--- src/rtl/mac_pkg.sv ---
// Shared widths and types for the mac16 multiply-accumulate slice.
// Imported by the multiplier and the accumulator top.
package mac_pkg;

    // Default operand width of each unsigned multiplier input.
    localparam int DEF_IN_W  = 16;

    // Default accumulator width; holds a full product at minimum.
    localparam int DEF_ACC_W = 32;

    typedef logic [DEF_IN_W-1:0]  operand_t;
    typedef logic [DEF_ACC_W-1:0] acc_t;

endpackage

--- src/rtl/mac16_mult.sv ---
// Combinational unsigned IN_W x IN_W array multiplier.
// Partial-product rows summed by a balanced binary adder tree.
module mac16_mult
    import mac_pkg::*;
#(
    parameter int IN_W = DEF_IN_W
) (
    input  logic [IN_W-1:0]   a,
    input  logic [IN_W-1:0]   b,
    output logic [2*IN_W-1:0] product
);

    localparam int PW    = 2 * IN_W;
    localparam int NODES = 2 * IN_W - 1;

    // Heap-ordered tree: leaves hold the shifted rows, node 0 the sum.
    logic [PW-1:0] node [NODES];
    logic [PW-1:0] a_ext;

    assign a_ext = {{IN_W{1'b0}}, a};

    // Build the partial-product rows, then fold them pairwise to the root.
    always_comb begin
        for (int i = 0; i < NODES; i++) begin
            node[i] = '0;
        end
        for (int i = 0; i < IN_W; i++) begin
            node[IN_W-1+i] = {PW{b[i]}} & (a_ext << i);
        end
        for (int k = IN_W - 2; k >= 0; k--) begin
            node[k] = node[2*k+1] + node[2*k+2];
        end
    end

    assign product = node[0];

endmodule

--- src/rtl/mac16.sv ---
// Unsigned multiply-accumulate with a registered running sum.
// Adds A*B every cycle; only a synchronous reset clears the sum.
module mac16
    import mac_pkg::*;
#(
    parameter int IN_W  = DEF_IN_W,
    parameter int ACC_W = DEF_ACC_W
) (
    input  logic             clk,
    input  logic             reset,
    input  logic [IN_W-1:0]  A,
    input  logic [IN_W-1:0]  B,
    output logic [ACC_W-1:0] accumulator
);

    logic [2*IN_W-1:0] product;
    logic [ACC_W-1:0]  product_ext;
    logic [ACC_W-1:0]  acc_q;

    mac16_mult #(
        .IN_W (IN_W)
    ) u_mult (
        .a       (A),
        .b       (B),
        .product (product)
    );

    // The product is unsigned, so widening is a plain zero-extend.
    assign product_ext = ACC_W'(product);

    // Clear wins over accumulation; the sum wraps at ACC_W bits.
    always_ff @(posedge clk) begin
        if (!reset) begin
            acc_q <= '0;
        end else begin
            acc_q <= acc_q + product_ext;
        end
    end

    assign accumulator = acc_q;

endmodule

--- config.mk ---
export PLATFORM = sky130hd
export DESIGN_NAME = mac16
export DESIGN_NICKNAME = d
export VERILOG_FILES = /design/src/rtl/mac_pkg.sv /design/src/rtl/mac16_mult.sv /design/src/rtl/mac16.sv
export SDC_FILE = /design/constraint.sdc
export NUM_CORES = 1
export LEC_CHECK = 0
export ABC_AREA = 1
export ABC_CLOCK_PERIOD_IN_PS = 8800
export BUFFER_PORTS_ARGS = -buffer_cell sky130_fd_sc_hd__buf_2
export CORE_UTILIZATION = 55
export CTS_CLUSTER_DIAMETER = 100
export CTS_CLUSTER_SIZE = 16
export DETAILED_ROUTE_END_ITERATION = 8
export PLACE_DENSITY = 0.73
export SLEW_MARGIN = 20
export SYNTH_ARGS = -nofsm -noshare
export SYNTH_HDL_FRONTEND = slang
export SYNTH_HIERARCHICAL = 1
export SYNTH_SLANG_ARGS = --single-unit
--- constraint.sdc ---
create_clock -name clk -period 8.8 [get_ports clk]
set_clock_uncertainty 0.05 [all_clocks]
set_input_delay 0.44 -clock clk [delete_from_list [all_inputs] [get_ports clk]]
set_output_delay 0.44 -clock clk [all_outputs]
set_load 0.05 [all_outputs]
Word-level counts from Yosys, hierarchy flattened
Cells that the tools add are included.

Flip-flop bits (word level): 32. Bits of input ports: 34. Output and inout port bits: 32. Word-level logic and storage cells: 33.

Add/sub/neg operators: 16. Bitwise gates (word level): 16.

Operators by type and width (number): $add A32 B32 Y32 (16); $and A32 B16 Y32 (1); $and A32 B17 Y32 (1); $and A32 B18 Y32 (1); $and A32 B19 Y32 (1); $and A32 B20 Y32 (1); $and A32 B21 Y32 (1); $and A32 B22 Y32 (1); $and A32 B23 Y32 (1); $and A32 B24 Y32 (1); $and A32 B25 Y32 (1); $and A32 B26 Y32 (1); $and A32 B27 Y32 (1); $and A32 B28 Y32 (1); $and A32 B29 Y32 (1); $and A32 B30 Y32 (1); $and A32 B31 Y32 (1).

Longest topological paths before layout
Depth after elaboration: 6. Depth in mapped cells: 37. Gate-level depth less buffers: 35.

Hierarchy
The synthesis kept the hierarchy.

Modules (own cells, without submodules): mac16_mult (times used 1, cells an instance 1269, area each 9061.2 sq um); mac16 (times used 1, cells an instance 573, area each 3250.6 sq um).

Worst setup path after synthesis
OpenSTA, ideal clock, no wires.

Path type: input -> register. Start point: in B[4]. End point: reg acc_q[31] (netlist: accumulator[31]). Setup time: 0.115 ns. Arrival: 6.254 ns. Required time: 8.635 ns. Slack: 2.381 ns. Cell stages on the path: 32. Path buffers: 2. Cell sequence: clkbuf_1 clkbuf_1 nand2_1 fa_1 inv_1 fa_1 inv_1 fa_1 inv_1 fa_1 fa_1 inv_1 fa_1 inv_1 ha_1 nand2_1 inv_1 a21oi_1 inv_1 a21oi_1 nand2_1 nand2_1 nand2_1 ha_1 nand2_1 nor2_2 inv_2 nor3_2 and2_1 nand2_2 a21oi_1 nor2_1.

Word-level cells in the longest chain between the ends: 6.

Ends and longest elaborated chain: start: declaration (RTL line mac16.sv:12) `input logic [IN_W-1:0] B,`; $and A32 B20 Y32 (RTL line mac16_mult.sv:28) `node[IN_W-1+i] = {PW{b[i]}} & (a_ext << i);`; $add A32 B32 Y32 (4 in a row) (RTL line mac16_mult.sv:31) `node[k] = node[2*k+1] + node[2*k+2];`; named net product[24] (RTL line mac16.sv:16) `logic [2*IN_W-1:0] product;`; $add A32 B32 Y32 (RTL line mac16.sv:36) `acc_q <= acc_q + product_ext;`; end signal: assignment (RTL line mac16.sv:36); end: declaration (RTL line mac16.sv:18) `logic [ACC_W-1:0] acc_q;`.

The timed path passes the listed nets, and every way through them passes these cells. A chain may end at the register's enable or synchronous reset.

Worst setup path after layout
Start point: in A[14]. End point: reg acc_q[31] (netlist: accumulator[31]).

Word-level cells in the longest chain between the ends: 6. Elaborated cells on any way between the ends: 32. Those cells by class: 16 x add/sub; 16 x bitwise.

Ends and longest elaborated chain: start: declaration (RTL line mac16.sv:11) `input logic [IN_W-1:0] A,`; $and A32 B16 Y32, or another cell as far along (RTL line mac16_mult.sv:28); $add A32 B32 Y32 (3 in a row) (RTL line mac16_mult.sv:31); $add A32 B32 Y32 * (RTL line mac16_mult.sv:31); named net product[24] (RTL line mac16.sv:16); $add A32 B32 Y32 * (RTL line mac16.sv:36).

Mark *: on every way through the listed nets, which the timed path passes. The rest lies on a longest branch.

==> impl_metrics.csv <==
group,metric,value,unit
setup_path,crit_path_frequent_cell,"inv_1",
placement,dp_hpwl,24800,um
synth,synth-async-reset-ratio,0,
detailed_routing,drtAntennaViolNets,0,
setup_path,crit_arrival,6.70,ns
clock_network,clk_pin_slew_worst_paths,0.06,ns
run_status,status,"finished, final reports clean",
setup_path,worstSetupStartpoint,"A[14]",
clock_network,clock-root-buffer,"clkbuf_16",
setup_path,critPathLaunchType,"primary input",
synth,synth.cell_area,12300,um2
clock_network,cts_setup_buffers,0,
setup_path,crit_type,"in2reg",
setup_path,path_buf_inv,9,
clock_network,cts-resized-gates,0,
timing,finalHoldViolCount,0,
synth,ys_seq_area_frac,0.0520,
die,coreArea,21900,um2
die,initial_core_util,0.562,
die,rows,54,
cells_and_area,antennaDiodeCount,0,
timing,clock.fmax,152,MHz
die,die_area,23000,um2
detailed_routing,wl,28800,um
cells_and_area,drive_gt1_frac,0.0769,
setup_path,slowest_stage,"fa_1",
synth,syn_nets,2201,
setup_path,critPathTopFamily,"adder cells",
detailed_routing,dr.pass1.iters,7,
cells_and_area,areaGrowthSynthToFinish,4.49,%
timing,rsz0062_at_grt,"no",
timing,fin_crit,6.58,ns
cells_and_area,largest_reg_flops,32,
synth,synth_top_family_by_area,"adder cells",
cells_and_area,fin_nets,2206,
global_routing,grt_max_degree,31,
timing,fin_crit_sh,0.747,
synth,synth-simple-area-share,0.280,
synth,ys_ff_latch,32,
synth,synth_warnings,6,
detailed_routing,drt_iter0_drc,631,
placement,portBuffers,65,
global_routing,antenna_found_initial,0,
detailed_routing,wl_per_cell,13.5,um
global_routing,grt_pass1_vias,10220,
synth,synth_mux_area_frac,0,
timing,setup_violations,0,
synth,ys_types,31,
clock_network,hold_buffers,0,
detailed_routing,vias,10473,
setup_path,max_stage_delay,0.55,ns
clock_network,cts_max_path_buffers,2,
timing,tightest_slew,0.617,ns
setup_path,worstSetupEndpointType,"flop",
clock_network,cts_tree,"built",
timing,setup-tns-final,0,ns
die,ios,66,
flow_run,drv_cap,0,
setup_path,reg2reg_from,"accumulator[0]",
setup_path,path_max_fanout,16,
hold_path,hp-class,"reg2reg",
synth,synth_ff_type,"dfxtp_1",
detailed_routing,drc,0,
synth,synthAdderAreaFrac,0.452,
timing,slew-limit-headroom,0.588,
clock_network,cts_max_level,2,
hold_path,min-delay-start,"accumulator[0]",
placement,gp_congestion,0.945,
clock_network,cts_buffers,5,
synth,synth_edf_count,0,
synth,syn_avg_cell_area,6.68,um2
global_routing,track_usage,0.262,
clock_network,clk-insertion-delay-late,0.29,ns
synth,synth_compound_area_frac,0.0317,
synth,synthXorXnorAreaFrac,0.0121,
global_routing,grt_overflow,0,
setup_path,cp.required,8.93,ns
synth,syn_inst,1842,
detailed_routing,viasPerCell,4.92,
clock_network,cts_sinks,32,
global_routing,grt_pass1_wl,48100,um
timing,slew_viol_final,0,
die,dieHeight,152,um
die,die_w,152,um
## per-layer routing
layer  track usage  up-vias  routed length (um)
li1              -     5286                   -
met1         0.372     4946               13400
met2         0.447      221               13800
met3        0.0243       20                1350
met4        0.0282        0                 172
met5             0        -                   0
## placed cells by master (no fill, tap or decap), drive strengths merged
cell type / Yosys / final
a21o: 1 / 1
a21oi: 55 / 55
and2: 5 / 5
buf: 1 / 65
clkbuf: 66 / 6
clkinv: 0 / 1
dfxtp: 32 / 32
fa: 199 / 199
ha: 126 / 126
inv: 496 / 496
nand2: 661 / 661
nand2b: 1 / 1
nand3: 50 / 50
nand3b: 2 / 2
nand4: 10 / 10
nor2: 92 / 92
nor3: 8 / 8
o21a: 2 / 2
o21ai: 11 / 11
o21bai: 4 / 4
or2: 3 / 3
xnor2: 4 / 4
xor2: 13 / 13
## worst paths after layout
path | end | slack (ns) | cells after the start
max | accumulator[31] | 2.22 | 31
min | accumulator[0] | 0.52 | 3
max reg2reg | accumulator[20] | 6.65 | 11
min reg2reg | accumulator[0] | 0.52 | 3
## per-stage QoR
step / utilization / cell area, um2 / cells / hold slack [ns] / worst slack [ns]
after floorplan: - / 12300 / 1842 / 0.665 / 2.38
after global placement: 0.582 / 12700 / 2120 / 0.488 / 2.06
after detailed placement: 0.582 / 12700 / 2120 / 0.508 / 1.99
after CTS: 0.588 / 12900 / 2127 / 0.522 / 2.28
after global routing: 0.588 / 12900 / 2127 / 0.603 / 1.86
final: 0.588 / 12900 / 2127 / 0.519 / 2.22
## cell families (layout without fill, tap and decap cells)
| family | count (synthesis) | after routing |
|---|---|---|
| compound gates | 73 | 73 |
| xor+xnor | 17 | 17 |
| fa+ha+maj | 325 | 325 |
| buf+inv | 563 | 568 |
| flops | 32 | 32 |
| simple gates | 832 | 832 |
## area by class of cell
type                    count  area, um2
inverters                 496       1860
multi-input cells        1247       9550
flip-flops and latches     32        641
well taps                 280        350
repair buffers             65        325
clock buffers               6        129
fillers                  2171       9030
clock inverters             1       5.00
## cell usage after synthesis (9+ instances only)
cell      count  area share
o21ai_0      10      0.0041
nand3_1      41       0.017
nand2_2      24       0.012
a21oi_1      53       0.022
nand2_1     637        0.19
ha_1        126        0.13
clkbuf_1     65       0.020
xor2_1       13      0.0092
dfxtp_1      32       0.052
nand3_2       9      0.0073
nor2_1       75       0.023
fa_1        199        0.32
inv_1       481        0.15
nand4_1      10      0.0051
nor2_2       10      0.0051
inv_2        15      0.0046
## worst min-delay path: stages, from the launching register on
cell	delay, ns
dfxtp_1	0.32
ha_1	0.13
nand2_1	0.05
inv_1	0.04
Power is left out: the tool's default activity adds up to more than one toggle a clock period on the data nets, which glitch-free logic cannot reach.
